<file path="src/rtl/pipe_pkg.sv">
// Shared pipeline types for the ID-stage hazard scoreboard.
// Types and constants only; no timing or flow-control behaviour of its own.
package pipe_pkg;

    localparam int HZ_REG_W = 5;
    localparam int HZ_DEPTH = 3;
    localparam logic [HZ_REG_W-1:0] REG_ZERO = '0;

    typedef struct packed {
        logic                valid;
        logic [HZ_REG_W-1:0] rd;
        logic                reg_write;
        logic                mem_read;
    } hz_entry_t;

    function automatic logic is_producer(input hz_entry_t e);
        return e.valid && e.reg_write && (e.rd != REG_ZERO);
    endfunction

endpackage

</file>
<file path="src/rtl/hazard_stall_unit_if.sv">
// ID-stage hazard bundle: decoded register usage in, stall/bubble/counter out.
// Purely wires; the master drives the ID-side fields, the slave drives stall controls.
interface hazard_stall_unit_if #(
    parameter int REG_W = 5,
    parameter int CNT_W = 16
);
    logic             id_valid;
    logic [REG_W-1:0] id_rs1;
    logic [REG_W-1:0] id_rs2;
    logic             id_use_rs1;
    logic             id_use_rs2;
    logic [REG_W-1:0] id_rd;
    logic             id_reg_write;
    logic             id_mem_read;
    logic             ex_flush;
    logic             stall;
    logic             id_ex_bubble;
    logic [CNT_W-1:0] stall_count;

    modport master (
        output id_valid, id_rs1, id_rs2, id_use_rs1, id_use_rs2,
               id_rd, id_reg_write, id_mem_read, ex_flush,
        input  stall, id_ex_bubble, stall_count
    );

    modport slave (
        input  id_valid, id_rs1, id_rs2, id_use_rs1, id_use_rs2,
               id_rd, id_reg_write, id_mem_read, ex_flush,
        output stall, id_ex_bubble, stall_count
    );
endinterface

</file>
<file path="src/rtl/hazard_match.sv">
// Compares one ID source register against one shadow entry that produces a result.
// Latency: combinational; backpressure: none, pure function of its inputs.
module hazard_match
    import pipe_pkg::*;
(
    input  hz_entry_t           i_entry,
    input  logic [HZ_REG_W-1:0] i_rs,
    input  logic                i_use,
    output logic                o_match
);

    // x0 is hardwired, so reading it never depends on anything in flight.
    assign o_match = i_use && (i_rs != REG_ZERO) && is_producer(i_entry) && (i_rs == i_entry.rd);

endmodule

</file>
<file path="src/rtl/hazard_stall_unit.sv">
// ID-stage stall controller with an EX/MEM/WB shadow scoreboard; MEM_FWD_EN limits stalls to load-use.
// Latency: stall/bubble combinational, scoreboard and stall_count update 1 cycle; ex_flush overrides stall.
module hazard_stall_unit
    import pipe_pkg::*;
#(
    parameter int REG_W = 5,
    parameter int CNT_W = 16
)
(
    input  logic                clk,
    input  logic                rst,
    hazard_stall_unit_if.slave  hz
);

`ifdef MEM_FWD_EN
    localparam int N_CHK = 1;
`else
    localparam int N_CHK = 2;
`endif

    hz_entry_t        r_sb [HZ_DEPTH];
    logic [CNT_W-1:0] r_stall_count;

    hz_entry_t        w_id_entry;
    logic [REG_W-1:0] w_rs1;
    logic [REG_W-1:0] w_rs2;
    logic [REG_W-1:0] w_rd;
    logic             w_use1;
    logic             w_use2;
    logic [N_CHK-1:0] w_m1;
    logic [N_CHK-1:0] w_m2;
    logic             w_hazard;
    logic             w_stall;
    logic             w_issue;

    assign w_rs1  = hz.id_rs1;
    assign w_rs2  = hz.id_rs2;
    assign w_rd   = hz.id_rd;
    assign w_use1 = hz.id_valid && hz.id_use_rs1;
    assign w_use2 = hz.id_valid && hz.id_use_rs2;

    // Entry 0 is EX, 1 is MEM; WB is tracked but never checked since MEM/WB forwarding covers it.
    for (genvar g = 0; g < N_CHK; g++) begin : g_chk
        hazard_match u_match_rs1 (
            .i_entry (r_sb[g]),
            .i_rs    (w_rs1),
            .i_use   (w_use1),
            .o_match (w_m1[g])
        );
        hazard_match u_match_rs2 (
            .i_entry (r_sb[g]),
            .i_rs    (w_rs2),
            .i_use   (w_use2),
            .o_match (w_m2[g])
        );
    end

`ifdef MEM_FWD_EN
    assign w_hazard = (w_m1[0] || w_m2[0]) && r_sb[0].mem_read;
`else
    assign w_hazard = (|w_m1) || (|w_m2);
`endif

    assign w_stall = w_hazard && !hz.ex_flush;
    assign w_issue = hz.id_valid && !w_stall && !hz.ex_flush;

    assign hz.stall        = w_stall;
    assign hz.id_ex_bubble = w_stall || hz.ex_flush || !hz.id_valid;
    assign hz.stall_count  = r_stall_count;

    always_comb begin
        w_id_entry = '0;
        if (w_issue) begin
            w_id_entry.valid     = 1'b1;
            w_id_entry.rd        = w_rd;
            w_id_entry.reg_write = hz.id_reg_write;
            w_id_entry.mem_read  = hz.id_mem_read;
        end
    end

    always_ff @(posedge clk or posedge rst) begin
        if (rst) begin
            for (int i = 0; i < HZ_DEPTH; i++) begin
                r_sb[i] <= '0;
            end
        end else begin
            r_sb[0] <= w_id_entry;
            for (int i = 1; i < HZ_DEPTH; i++) begin
                r_sb[i] <= r_sb[i-1];
            end
        end
    end

    always_ff @(posedge clk or posedge rst) begin
        if (rst) begin
            r_stall_count <= '0;
        end else if (w_stall && (r_stall_count != '1)) begin
            r_stall_count <= r_stall_count + CNT_W'(1);
        end
    end

endmodule

</file>
<file path="src/flat_wrapper.sv">
// flat-port wrapper written by rule: the top's interface ports become plain ports
module hazard_stall_unit_flat import pipe_pkg::*;
#(
    parameter int REG_W = 5,
    parameter int CNT_W = 16
)
  (clk, rst, hz_id_valid, hz_id_rs1, hz_id_rs2, hz_id_use_rs1, hz_id_use_rs2, hz_id_rd, hz_id_reg_write, hz_id_mem_read, hz_ex_flush, hz_stall, hz_id_ex_bubble, hz_stall_count);
  hazard_stall_unit_if #(.REG_W(REG_W), .CNT_W(CNT_W)) hz_i ();
  input  logic clk;
  input  logic rst;
  input wire logic [$bits(hz_i.id_valid)-1:0] hz_id_valid;
  input wire logic [$bits(hz_i.id_rs1)-1:0] hz_id_rs1;
  input wire logic [$bits(hz_i.id_rs2)-1:0] hz_id_rs2;
  input wire logic [$bits(hz_i.id_use_rs1)-1:0] hz_id_use_rs1;
  input wire logic [$bits(hz_i.id_use_rs2)-1:0] hz_id_use_rs2;
  input wire logic [$bits(hz_i.id_rd)-1:0] hz_id_rd;
  input wire logic [$bits(hz_i.id_reg_write)-1:0] hz_id_reg_write;
  input wire logic [$bits(hz_i.id_mem_read)-1:0] hz_id_mem_read;
  input wire logic [$bits(hz_i.ex_flush)-1:0] hz_ex_flush;
  output wire logic [$bits(hz_i.stall)-1:0] hz_stall;
  output wire logic [$bits(hz_i.id_ex_bubble)-1:0] hz_id_ex_bubble;
  output wire logic [$bits(hz_i.stall_count)-1:0] hz_stall_count;
  assign hz_i.id_valid = hz_id_valid;
  assign hz_i.id_rs1 = hz_id_rs1;
  assign hz_i.id_rs2 = hz_id_rs2;
  assign hz_i.id_use_rs1 = hz_id_use_rs1;
  assign hz_i.id_use_rs2 = hz_id_use_rs2;
  assign hz_i.id_rd = hz_id_rd;
  assign hz_i.id_reg_write = hz_id_reg_write;
  assign hz_i.id_mem_read = hz_id_mem_read;
  assign hz_i.ex_flush = hz_ex_flush;
  assign hz_stall = hz_i.stall;
  assign hz_id_ex_bubble = hz_i.id_ex_bubble;
  assign hz_stall_count = hz_i.stall_count;
  hazard_stall_unit #(.REG_W(REG_W), .CNT_W(CNT_W)) u_core (.clk(clk), .rst(rst), .hz(hz_i));
endmodule
</file>
<file path="config.mk">
export PLATFORM = sky130hd
export DESIGN_NAME = hazard_stall_unit_flat
export DESIGN_NICKNAME = d
export VERILOG_FILES = /design/src/rtl/pipe_pkg.sv /design/src/rtl/hazard_stall_unit_if.sv /design/src/rtl/hazard_match.sv /design/src/rtl/hazard_stall_unit.sv /design/src/flat_wrapper.sv
export SDC_FILE = /design/constraint.sdc
export NUM_CORES = 1
export LEC_CHECK = 0
export ABC_AREA = 1
export ABC_CLOCK_PERIOD_IN_PS = 1800
export BUFFER_PORTS_ARGS = -buffer_cell sky130_fd_sc_hd__buf_2
export CAP_MARGIN = 0
export CORE_MARGIN = 8
export CORE_UTILIZATION = 55
export CTS_CLUSTER_DIAMETER = 30
export DETAILED_ROUTE_END_ITERATION = 12
export PLACE_DENSITY = 0.79
export SYNTH_ARGS = -nofsm -noshare
export SYNTH_HDL_FRONTEND = slang
export SYNTH_HIERARCHICAL = 1
export SYNTH_SLANG_ARGS = --single-unit
</file>
<file path="constraint.sdc">
create_clock -name clk -period 1.8 [get_ports clk]
set_input_delay 0.36 -clock clk [delete_from_list [all_inputs] [get_ports clk]]
set_output_delay 0.36 -clock clk [all_outputs]
set_load 0.05 [all_outputs]
</file>
==> results of run 1 <==
==> area by class of cell <==
cell class,instances,area (sq um),area share [%]
clock inverters,2,12.5,0.473
multi-input cells,252,1150,43.6
flip-flops and latches,30,758,28.6
repair buffers,50,310,11.7
inverters,71,270,10.2
clock buffers,6,82.6,3.12
well taps,48,60.1,2.27
==> worst max-delay path by stage <==
stage / startpoint / endpoint / slack, ns / cells after the start
detailed placement: hz_id_valid / u_core/hz.stall_count[12] / -0.21 / 15
finish: u_core/r_sb[13] / hz_id_ex_bubble / -0.30 / 10
CTS: u_core/r_sb[13] / hz_stall / -0.28 / 11
global route: u_core/r_sb[19] / hz_stall / -0.42 / 11
global placement: hz_id_valid / hz_id_ex_bubble / -0.19 / 12
floorplan: u_core/hz.stall_count[0] / u_core/hz.stall_count[14] / 0.008 / 8
==> worst max-delay path, stage by stage (launching register included) <==
cell,delay [ns]
dfrtp_2,0.45
nand2_1,0.08
nand2_1,0.05
nor2_2,0.11
nand3_1,0.09
nor2_1,0.14
nor2_1,0.06
nand2_1,0.10
nand2_2,0.11
nand3_2,0.12
buf_8,0.15
==> through the flow <==
step | setup slack [ns] | std cells | TNS (ns) | hold WS [ns]
2_1_floorplan | 0.00823 | 354 | 0 | 0.374
3_3_place_gp | -0.185 | 449 | -2.16 | 0.385
3_5_place_dp | -0.211 | 449 | -2.64 | 0.393
4_1_cts | -0.280 | 458 | -0.576 | 0.146
5_1_grt | -0.423 | 459 | -3.03 | 0.172
6_report | -0.300 | 459 | -0.789 | 0.146
==> metal layers <==
metal / up-vias / wire, microns / GRT usage [%]
met3: 7 / 367 / 4.56
li1: 1160 / - / -
met4: 0 / 52 / 7.04
met2: 74 / 2410 / 29.4
met5: - / 0 / 0
met1: 1015 / 2620 / 24.4
==> repair_timing <==
item | 4_1_cts | 5_1_grt
pin swaps | 3 | 10
gates resized for setup | 16 | 7
setup buffers | 1 | 3
cloned | 1 | 0
setup endpoints to repair | 17 | 19
==> sequential cells by signal, indices dropped and copies added (netlist names) <==
name                   count
u_core/hz.stall_count     16
u_core/r_sb               14
==> where the power goes <==
group	switching, mW	total (mW)	leakage [nW]	internal (mW)
combinational	0.109	0.177	1.09	0.0678
clock	0.267	0.574	0.0472	0.307
sequential	0.0215	0.712	0.392	0.690
total	0.398	1.46	1.53	1.06
==> results.cfg, run 1 <==
[sta]
fmax_ghz = 0.476
rsz0062_at_grt = true
postLayoutSetupSlackWorst_ns = -0.300
fin_crit_sh_pct = 117
fin_crit_ns = 2.10
max-slew-margin-rel_pct = 73.7
fin_skew_ns = 0.00821
worst_pin_slew_ns = 0.394
setup_viol = 13
hold_violations = 0
slew_viol_final = 0

[die]
die-area_sq_um = 6130
core_sq_um = 3690
io_pins = 41
initial_core_util_pct = 57.8
die-width_microns = 78.3
die_h_microns = 78.3
row_count = 22

[pwr]
cellLeakagePower_nw = 1.53
total_power_mw = 1.46
ir_drop_v = 0.000508
powerDensity_nw_per_um2 = 552

[setup_path]
r2r_slack_ns = -0.03
timing.rr.end = u_core/hz.stall_count[8]
r2r_cells = 13
cp_max_fo = 6
critPathKind = reg -> out
critical_path_required_ns = 1.44
crit_arrival_ns = 1.74
r2r_start = u_core/r_sb[13]
critPathCaptureType = output pin
cp-start-kind = flip-flop

[run]
drv_cap = 0

[cts]
cts_buffers = 5
path_clk_slew_ns = 0.07
cts_max_path_buffers = 2
cts_tree = built
htreeDepth = 2
worstSkewPairLatency_ns = 0.28
cts-root-buf = clkbuf_8
cts_sinks = 30
holdBufCountCts = 0

[placed_design]
gp_congestion = 0.935
placed_cell_area_sq_um = 2460
port_buffers = 39
dp_hpwl_mm = 4.04

[finish]
nNetsFinal = 434
area_growth_pct = 24.1
design_area_sq_um = 2650
drive_gt1_share_pct = 21.4
final_common_cell = nand2_1
final_core_util_pct = 71.8
fillerInstances = 329
most-common-layout-cells = nand2_1 (135), inv_1 (68), nor2_1 (55)
antenna_cells = 0

[synthesis]
syn-cell-area_sq_um = 2130
syn_inst = 354
syn_area_per_cell_sq_um = 6.03
yosysWarnings = 6
synth_nets = 378

[route]
vias = 2256
drt_iter0_markers = 219
wl_per_cell_microns = 11.9
drt_first_pass_iters = 4
totalWireLength_mm = 5.45
route.detailed.drc = 0
avgViaCountPerCell = 4.92
antenna_left = 0

[outcome]
status = finished with violations
violations = negative setup slack

[global_route]
antenna_found_initial = 0
overflow = 0
grt_use_total_pct = 18.8
grt_pass1_vias = 2083
grt_max_degree = 31
grt_pass1_wl_mm = 9.43

[min_path]
hp-class = in -> async
(Power assumes the default switching activity.)
==> inputs of run 2 (changes only) <==
CORE_UTILIZATION = 45   (was 55)
PLACE_DENSITY = 0.67   (was 0.79)
==> run 2 against run 1 <==
  * Clock power fell by 8.4%
  * Cell area rose by 0.66%
  * Register-to-register slack barely moved
  * Largest power group unchanged
  * Global-route usage fell by 3.0 points
  * Critical path depth rose by 1
  * Flip-flop and latch count did not move
  * The flow still finishes with violations (negative setup slack)
  * Power fell by 3.2%
  * Clock-buffer cell count did not move
==> results.cfg, run 2 (synthesis results as in run 1) <==
[setup_path]
r2r_slack_ns = -0.03
crit_chain = nor2_1 -> nand2_1 -> nand3_1 -> nand2_1 -> inv_1 -> nor2_1 -> nor2_1 -> nand2_1 -> nand2_2 -> clkinvlp_4 -> buf_8
critPathCaptureType = output pin
crit_arrival_ns = 1.72
cp_max_fo = 7
slowest_stage = dfrtp_2
cpPeakStageDelay_ns = 0.46
critical_path_required_ns = 1.44
cp-start-kind = flip-flop
r2r_start = u_core/r_sb[21]
worst-path-buf-inv = 3
worstSetupStartpoint = u_core/r_sb[21]
critPathKind = reg -> out
crit_family = simple AND/OR/NAND/NOR gates
r2r_cells = 15
worst-path-stages = 11

[sta]
fin_skew_ns = 0.00496
fin_crit_sh_pct = 116
rsz0062_at_grt = true
fmax_ghz = 0.480
fin_crit_ns = 2.08
max-slew-margin-rel_pct = 74.5
postLayoutSetupSlackWorst_ns = -0.284
slew_viol_final = 0
worst_pin_slew_ns = 0.382
hold_violations = 0
setup_viol = 15

[global_route]
grt_pass1_vias = 2044
busiest_layer = met2
met1_usage_pct = 21.1
met3_usage_pct = 3.86
overflow = 0
met2_usage_pct = 24.7
grt_use_total_pct = 15.8
grt_pass1_wl_mm = 9.30
grt_max_degree = 31
antenna_found_initial = 0

[route]
avgViaCountPerCell = 4.74
drt_first_pass_iters = 4
antenna_left = 0
totalWireLength_mm = 5.31
drt_iter0_markers = 137
wl_per_cell_microns = 11.5
route.detailed.drc = 0
vias = 2195

[finish]
most-common-layout-cells = nand2_1 (133), inv_1 (67), nor2_1 (53)
antenna_cells = 0
area_growth_pct = 24.9
nNetsFinal = 434
final_common_cell = nand2_1
drive_gt1_share_pct = 22.7
largest_reg_flops = 16
design_area_sq_um = 2670
fillerInstances = 468

[cts]
path_clk_slew_ns = 0.06
cts_sinks = 30
cts_buffers = 5
htreeDepth = 2
cts-root-buf = clkbuf_8
cts_max_path_buffers = 2
cts_tree = built
worstSkewPairLatency_ns = 0.27

[placed_design]
dp_hpwl_mm = 3.99
gp_congestion = 0.900
placed_cell_area_sq_um = 2460
port_buffers = 39
dp_worst_setup_slack_ns = -0.160

[die]
initial_core_util_pct = 45.8
die_h_microns = 84.9
die-area_sq_um = 7200
io_pins = 41
row_count = 25
die-width_microns = 84.9
core_sq_um = 4660

[min_path]
hp-class = in -> async

[pwr]
ir_drop_v = 0.000396
total_power_mw = 1.42
powerDensity_nw_per_um2 = 531
cellLeakagePower_nw = 1.52

[run]
drv_cap = 0

[outcome]
status = finished with violations
violations = negative setup slack
run 2: final timing paths:
path | to
max in group asynchronous | u_core/r_sb[12]
worst max register to register | u_core/hz.stall_count[2]
min in group clk | u_core/r_sb[19]
worst min-delay path | u_core/r_sb[15]
worst max-delay path | hz_stall
worst min register to register | u_core/r_sb[15]
run 2: power by group:
group          switching [mW]  total, mW  internal [mW]
Clock                   0.232      0.526          0.294
Sequential             0.0207      0.711          0.691
Combinational           0.108      0.178         0.0697
Total                   0.361       1.42           1.05
run 2: metal layers:
metal | share of wire, % | vias up
li1 | - | 1155
met2 | 44 | 53
met3 | 6.9 | 5
met5 | 0 | -
met4 | 0.87 | 0
met1 | 48 | 982
run 2: repair_timing:
action	in CTS	in global routing
setup buffers	3	1
cloned	1	0
hold buffers	0	0
resized for setup	16	15
pin swaps	2	6
setup endpoints to repair	17	18
hold endpoints to repair	0	0
run 2: cell type report:
cell class | instances | area, sq um | area share, %
well taps | 54 | 67.6 | 2.54
multi-input cells | 252 | 1170 | 43.9
inverters | 71 | 270 | 10.1
flip-flops and latches | 30 | 759 | 28.5
repair buffers | 50 | 314 | 11.8
clock buffers | 6 | 82.6 | 3.10
run 2: worst min-delay path, delay by kind of cell:
kind,cells,cell delay (ns)
buffers and inverters,3,0.47
run 2: per-stage QoR:
stage	hold WS, ns	TNS (ns)	instances	util (%)
after floorplan	0.374	0	354	-
after global placement	0.393	-1.04	454	52.9
after detailed placement	0.395	-1.64	454	52.9
after CTS	0.173	-0.531	462	56.2
after global routing	0.192	-3.34	463	57.2
final	0.155	-0.723	463	57.2
==> inputs of run 3 (changes only) <==
ABC_AREA = not set   (was 1)
PLACE_DENSITY = 0.69   (was 0.67)
==> run 3 against run 2 <==
  * The run still ends with negative setup slack left
  * Fmax fell by 20%
  * Routed wire length fell by 11%
  * Clock power fell by 32%
  * Worst hold slack got worse by 0.072 ns
  * Final cell count fell by 42%
  * Largest power group unchanged
==> results.cfg, run 3 <==
[outcome]
status = finished with violations
violations = negative setup slack

[cts]
cts_max_path_buffers = 2
cts_sinks = 30
holdBufCountCts = 0
cts_tree = built
cts-root-buf = clkbuf_4
cts_buffers = 5
path_clk_slew_ns = 0.09
worstSkewPairLatency_ns = 0.33
htreeDepth = 2

[pwr]
powerDensity_nw_per_um2 = 503
ir_drop_v = 0.000437
cellLeakagePower_nw = 1.11

[route]
wl_per_cell_microns = 17.4
totalWireLength_mm = 4.71
drt_first_pass_iters = 4
drt_iter0_markers = 84
antenna_left = 0
vias = 1472
route.detailed.drc = 0
avgViaCountPerCell = 5.45

[finish]
largest_reg_flops = 16
finalNonFillerCells = 270
final_common_cell = buf_2
fillerInstances = 247
area_growth_pct = 60.0
drive_gt1_share_pct = 57.1
antenna_cells = 0
nNetsFinal = 248
most-common-layout-cells = buf_2 (37), buf_4 (32), dfrtp_1 (26)
design_area_sq_um = 2500

[sta]
max-slew-margin-rel_pct = 73.7
setup_viol = 25
slew_viol_final = 0
fin_crit_sh_pct = 145
fin_skew_ns = 0.0152
fmax_ghz = 0.384
rsz0062_at_grt = true
hold_violations = 0
setup_tns_ns = -13.51
hold_ws_ns = 0.0831
postLayoutSetupSlackWorst_ns = -0.807
fin_crit_ns = 2.61
worst_pin_slew_ns = 0.394

[synthesis]
synth_nets = 164
yosysWarnings = 6
syn-cell-area_sq_um = 1560
syn_inst = 140
syn_area_per_cell_sq_um = 11.2

[setup_path]
r2r_start = u_core/r_sb[11]
cp_max_fo = 4
critPathKind = reg -> out
cp-start-kind = flip-flop
worstSetupStartpoint = u_core/r_sb[11]
critPathCaptureType = output pin
crit_arrival_ns = 2.25
critical_path_required_ns = 1.44

[die]
io_pins = 41
die_h_microns = 74.9
die-area_sq_um = 5610
die-width_microns = 74.9
row_count = 21
core_sq_um = 3340
initial_core_util_pct = 46.8

[placed_design]
dp_hpwl_mm = 3.17
port_buffers = 39
gp_congestion = 0.787
placed_cell_area_sq_um = 2110
dp.cells = 255

[global_route]
grt_pass1_vias = 1562
grt_pass1_wl_mm = 7.29
grt_max_degree = 31
overflow = 0
grt_use_total_pct = 17.1
antenna_found_initial = 0

[run]
drv_cap = 0

[min_path]
hp-class = in -> async
run 3: path summary, 6_finish.rpt:
kind,to,slack (ns),cells after the start
worst min-delay path,u_core/hz.stall_count[9],0.08,3
min in group clk,u_core/r_sb[18],0.23,2
worst max register to register,u_core/hz.stall_count[9],-0.61,9
worst max-delay path,hz_id_ex_bubble,-0.81,7
worst min register to register,u_core/r_sb[15],0.43,0
max in group asynchronous,u_core/r_sb[19],1.41,3
run 3: worst max-delay path, cell delays in order, from the launching register on:
cell and delay, ns:
dfrtp_1 0.39, nor4_1 0.07, or4_1 0.52, a2111oi_4 0.36
nor4_4 0.11, and3b_2 0.26, clkinvlp_4 0.08, buf_8 0.13
run 3: final cells by class:
type	count	area, sq um	share of cell area [%]
Clock inverter	2	10.0	0.401
Multi-Input combinational cell	104	1080	43.1
Timing Repair Buffer	79	542	21.7
Tap cell	46	57.6	2.30
Clock buffer	5	37.5	1.50
Sequential cell	30	756	30.2
Inverter	4	18.8	0.751
run 3: layer usage:
layer	part of all wire, %	GRT usage [%]	vias to the layer above
li1	-	-	691
met1	39	18.5	720
met2	52	30.1	47
met3	5.6	5.19	14
met4	3.0	6.96	0
met5	0	0	-
run 3: repair_timing:
| action | 4_1_cts | 5_1_grt |
|---|---|---|
| gates cloned | 0 | 0 |
| pin swaps | 21 | 18 |
| hold endpoints to repair | 0 | 0 |
| setup endpoints to repair | 25 | 25 |
| resized for setup | 27 | 29 |
| setup buffers | 6 | 6 |
run 3: where the power goes:
group	internal, mW	switching [mW]	total (mW)
logic	0.0987	0.0965	0.195
clock network	0.140	0.220	0.360
registers	0.687	0.0145	0.701
run 3: per-stage QoR:
stage / setup slack [ns] / power (mW) / utilization [%]
2_1_floorplan: -0.693 / 0.794 / -
3_3_place_gp: -0.686 / 0.875 / 63.1
3_5_place_dp: -0.744 / 0.882 / 63.1
4_1_cts: -0.834 / 1.26 / 69.6
5_1_grt: -0.905 / 1.32 / 74.9
6_report: -0.807 / 1.26 / 74.9
